==> config.mk <==
export PLATFORM = sky130hd
export DESIGN_NAME = fifo_rd_ctrl
export DESIGN_NICKNAME = d
export VERILOG_FILES = /design/src/rtl/fifo_rd_ctrl.sv
export SDC_FILE = /design/constraint.sdc
export NUM_CORES = 1
export LEC_CHECK = 0
export CORE_MARGIN = 3
export CORE_UTILIZATION = 44
export CTS_BUF_LIST = sky130_fd_sc_hd__clkbuf_2 sky130_fd_sc_hd__clkbuf_4 sky130_fd_sc_hd__clkbuf_8
export DETAILED_ROUTE_END_ITERATION = 8
export HOLD_SLACK_MARGIN = 0.02
export PLACE_DENSITY = 0.88
export SLEW_MARGIN = 20
export SYNTH_ARGS = -nofsm -noshare
export SYNTH_HDL_FRONTEND = slang
export SYNTH_SLANG_ARGS = --single-unit
==> constraint.sdc <==
create_clock -name r_clk -period 2.89 [get_ports r_clk]
set_clock_uncertainty 0.2 [all_clocks]
set_input_delay 0.578 -clock r_clk [delete_from_list [all_inputs] [get_ports r_clk]]
set_output_delay 0.578 -clock r_clk [all_outputs]
set_load 0.05 [all_outputs]
==> src/rtl/fifo_rd_ctrl.sv <==
// fifo_rd_ctrl: dual-clock FIFO read-side controller (pointers, flags, level, standard/FWFT output)
module fifo_rd_ctrl #(
   parameter int ADDR_WIDTH = 3,
   parameter int DATA_WIDTH = 16,
   parameter int AE_THRESH  = 2,
   parameter int FWFT       = 0
) (
   input  logic                  r_clk,
   input  logic                  r_rst,
   input  logic                  r_inc,
   input  logic [ADDR_WIDTH:0]   sync_wr_ptr,
   input  logic [DATA_WIDTH-1:0] mem_rdata,
   output logic [ADDR_WIDTH-1:0] rd_addr,
   output logic [ADDR_WIDTH:0]   gray_rd_ptr,
   output logic [DATA_WIDTH-1:0] rd_data,
   output logic                  rd_valid,
   output logic                  empty,
   output logic                  almost_empty,
   output logic [ADDR_WIDTH:0]   rd_level,
   output logic                  underflow
);
   localparam int PW = ADDR_WIDTH + 1;
   localparam logic FW = FWFT != 0;
   logic [PW-1:0] rd_ptr_q, rd_ptr_d, gray_q, wr_bin;
   logic [DATA_WIDTH-1:0] data_q, data_d;
   logic valid_q, valid_d, uf_q, uf_d, mem_empty, fetch;
   always_comb begin
      wr_bin = '0;
      for (int i = 0; i < PW; i++) wr_bin[i] = ^(sync_wr_ptr >> i);
      mem_empty = sync_wr_ptr == (rd_ptr_q ^ (rd_ptr_q >> 1));
      fetch = !mem_empty & (FW ? (!valid_q | r_inc) : r_inc);
      empty = FW ? !valid_q : mem_empty;
      rd_ptr_d = rd_ptr_q + PW'(fetch);
      data_d = fetch ? mem_rdata : data_q;
      // in FWFT mode the head register stays full until popped without a refill
      valid_d = fetch | (FW & valid_q & !r_inc);
      uf_d = uf_q | (r_inc & empty);
      rd_level = wr_bin - rd_ptr_q + PW'(FW & valid_q);
      almost_empty = rd_level <= PW'(AE_THRESH);
   end
   always_ff @(posedge r_clk) begin
      if (r_rst) begin
         rd_ptr_q <= '0;
         gray_q <= '0;
         data_q <= '0;
         valid_q <= 1'b0;
         uf_q <= 1'b0;
      end else begin
         rd_ptr_q <= rd_ptr_d;
         gray_q <= rd_ptr_d ^ (rd_ptr_d >> 1);
         data_q <= data_d;
         valid_q <= valid_d;
         uf_q <= uf_d;
      end
   end
   assign rd_addr = rd_ptr_q[ADDR_WIDTH-1:0];
   assign gray_rd_ptr = gray_q;
   assign rd_data = data_q;
   assign rd_valid = valid_q;
   assign underflow = uf_q;
endmodule

==> metrics.cfg <==
[status]
outcome = complete, but fails checks
violations = setup timing

[drt]
wl_microns = 3000
via_per_inst = 4.70
route.detailed.drc = 0
firstDrtPassIters = 3
ant_nets = 0
wl_per_cell_microns = 13.1
drt_iter0_drc = 15
vias = 1071

[power]
powerDensity_nw_per_um2 = 536
internal-power_uw = 723
p_leak_uw = 0.000920
pwr-share-comb_pct = 52.7
power_frac_seq_pct = 33.6
p_switching_uw = 435
power_frac_clock_pct = 13.8
swShare_pct = 37.6
vdd_ir_drop_max_mv = 0.535

[timing]
finalHoldViolations = 0
tightest_slew_ns = 0.740
maxSlewViolCount = 0
period_needed_ns = 3.22
max_freq_ghz = 0.311
rsz0062_at_grt = true
slew_headroom_pct = 50.5
setup-violations-final = 4
setup_slack_ns = -0.328
finalCritPeriodShare_pct = 111

[setup_path]
ff2ff_setup_slack_ns = 0.48
critPathSlowestCell = fa_2
worstPathMaxFanout = 2
arrival_ns = 2.44
cp-start-kind = input port
cpPeakStageDelay_ns = 0.53
cp-end-kind = output pin
crit_required_ns = 2.11
worstSetupPathType = input port to output pin
crit_end = almost_empty
setup.worst_path.start = sync_wr_ptr[2]
path_cells = buf_8 > xor2_4 > xnor2_2 > xor2_1 > ha_2 > fa_2 > inv_2 > a221oi_4 > buf_12
rr_startpoint = rd_ptr_q[1]
reg2reg_depth = 9
reg2reg_to = gray_rd_ptr[2]

[clocking]
worstSkewPairLatency_ns = 0.33
cts.sinks = 25
cts.clk_slew.worst_paths_ns = 0.14
cts_made_buffers = 3
clockBufferDepth = 2
ctsHoldBuffers = 0
cts_root_buf = clkbuf_4
cts_tree = done
h-tree-depth = 1

[finish]
final_common_cell = clkdlybuf4s50_1
finalNonFillerCells = 228
nets = 228
most-common-layout-cells = clkdlybuf4s50_1, nand2b_1, dfxtp_1
n_antenna_cell = 0
area_delta_synth_final_pct = 67.0
drive_above_1_share_pct = 23.4

[grt]
grt_max_degree = 35
grt_pass1_wl_microns = 4800
grt_pass1_vias = 1080
grtUsageMet1_pct = 19.4
grt.busiest_layer = met2
overflow = 0
track_usage_pct = 17.5
grtUsageMet2_pct = 32.1
antenna_found_initial = 0
use_met3_pct = 5.40

[floorplan]
die_w_microns = 60.3
fp.dieH_microns = 60.3
ios = 54
start_util_pct = 46.6
num_rows = 19
die_area_sq_um = 3630
core_sq_um = 2780

[logic_synthesis]
synth.distinct_cells = 26
syn_inst = 128
yosysWarningCount = 0
syn_area_sq_um = 1290
ys_seq_area_share_pct = 38.6
synth-seq-cells = 25
synth.avg_cell_area_sq_um = 10.1
syn_nets = 158

[placement]
dp.cells = 218
hpwlAfterDp_microns = 2330
io_buffers = 53
gp_congestion = 0.728
pre_cts_slack_ns = -0.806

[worst_hold_path]
min_path_type = flop to flop

[flow_run]
max-cap-violations = 0

==> Yosys cell counts (all sizes together) <==
cell type   n  area [sq um]
nor2b       5          31.3
dfxtp      25           500
xnor2       5          43.8
nand2       2          7.51
o21ai       1          5.00
ha          6          75.1
xor2        7          61.3
and2        2          13.8
fa          1          20.0
nor2        6          25.0
or2         1          6.26
mux2i      17           174
xor3        1          23.8
a21o        1          7.51
buf         2          31.3
a21boi      1          11.3
nand2b     32           200
inv         6          22.5
a221oi      1          8.76
a31oi       1          6.26
nand3       1          5.00
clkbuf      4          15.0
==> sequential cells by signal, summed over array words and instances, names as in the netlist <==
signal	flops
gray_rd_ptr	3
rd_data	16
rd_ptr_q	4
rd_valid	1
underflow	1
==> power groups by stage <==
stage	sequential (uW)	combinational (uW)	clock, uW
final	389	610	159
after floorplan	487	228	0
after global routing	393	642	180
after CTS	389	585	164
after detailed placement	397	553	0
after global placement	395	538	0
==> metal layers <==
metal  vias up  part of all wire [%]  wire length, microns
met5         -                     0                     0
met4         0                  0.90                    27
met3         3                   6.1                   182
met2        33                    55                  1660
met1       488                    38                  1130
li1        547                     -                     -
==> worst min path at each step <==
stage | from | end | slack, ns | cells after the start
floorplan | rd_data[0] | rd_data[0] | 0.49 | 2
global placement | underflow | underflow | 0.25 | 2
detailed placement | rd_data[6] | rd_data[6] | 0.26 | 2
CTS | rd_data[6] | rd_data[6] | 0.29 | 2
global route | rd_data[11] | rd_data[11] | 0.32 | 2
finish | rd_data[11] | rd_data[11] | 0.28 | 2
==> per-stage QoR <==
| stage | power [uW] | utilization, % | hold slack [ns] | area, sq um | TNS (ns) |
|---|---|---|---|---|---|
| finish | 1160 | 77.7 | 0.284 | 2160 | -0.971 |
| detailed placement | 949 | 72.6 | 0.262 | 2020 | -3.20 |
| global placement | 933 | 72.6 | 0.252 | 2020 | -2.49 |
| floorplan | 715 | - | 0.493 | 1350 | -0.558 |
| global route | 1220 | 77.7 | 0.317 | 2160 | -1.21 |
| CTS | 1140 | 76.0 | 0.289 | 2110 | -1.01 |
==> worst max-delay path: cells and delay by family <==
family                   cells  cell delay, ns
buffers and inverters        3            0.34
AO/OA/AOI/OAI                1            0.30
adder cells (fa/ha/maj)      2            0.74
XOR/XNOR                     3            0.48
==> timing repair <==
| item | in CTS | in global routing |
|---|---|---|
| gates resized for setup | 24 | 8 |
| setup endpoints to repair | 6 | 4 |
| gates cloned | 0 | 0 |
| pin swaps | 9 | 6 |
| setup buffers | 4 | 3 |
==> final cells by class <==
| cell class | count | area, sq um |
|---|---|---|
| multi-input cells | 91 | 825 |
| repair buffers | 71 | 746 |
| fillers | 195 | 619 |
| flip-flops and latches | 25 | 500 |
| well taps | 31 | 38.8 |
| clock buffers | 3 | 22.5 |
| inverters | 6 | 22.5 |
| clock inverters | 1 | 7.51 |
==> kinds of logic after synthesis <==
| family | Yosys count | share of synthesized area, % |
|---|---|---|
| fa+ha+maj | 7 | 7.34 |
| flops | 25 | 38.6 |
| mux | 17 | 13.4 |
| xor+xnor | 13 | 9.95 |
| compound gates | 5 | 3.00 |
| buf+inv | 12 | 5.31 |
| simple gates | 49 | 22.3 |
Note: power is estimated with default switching activity, not from simulation.
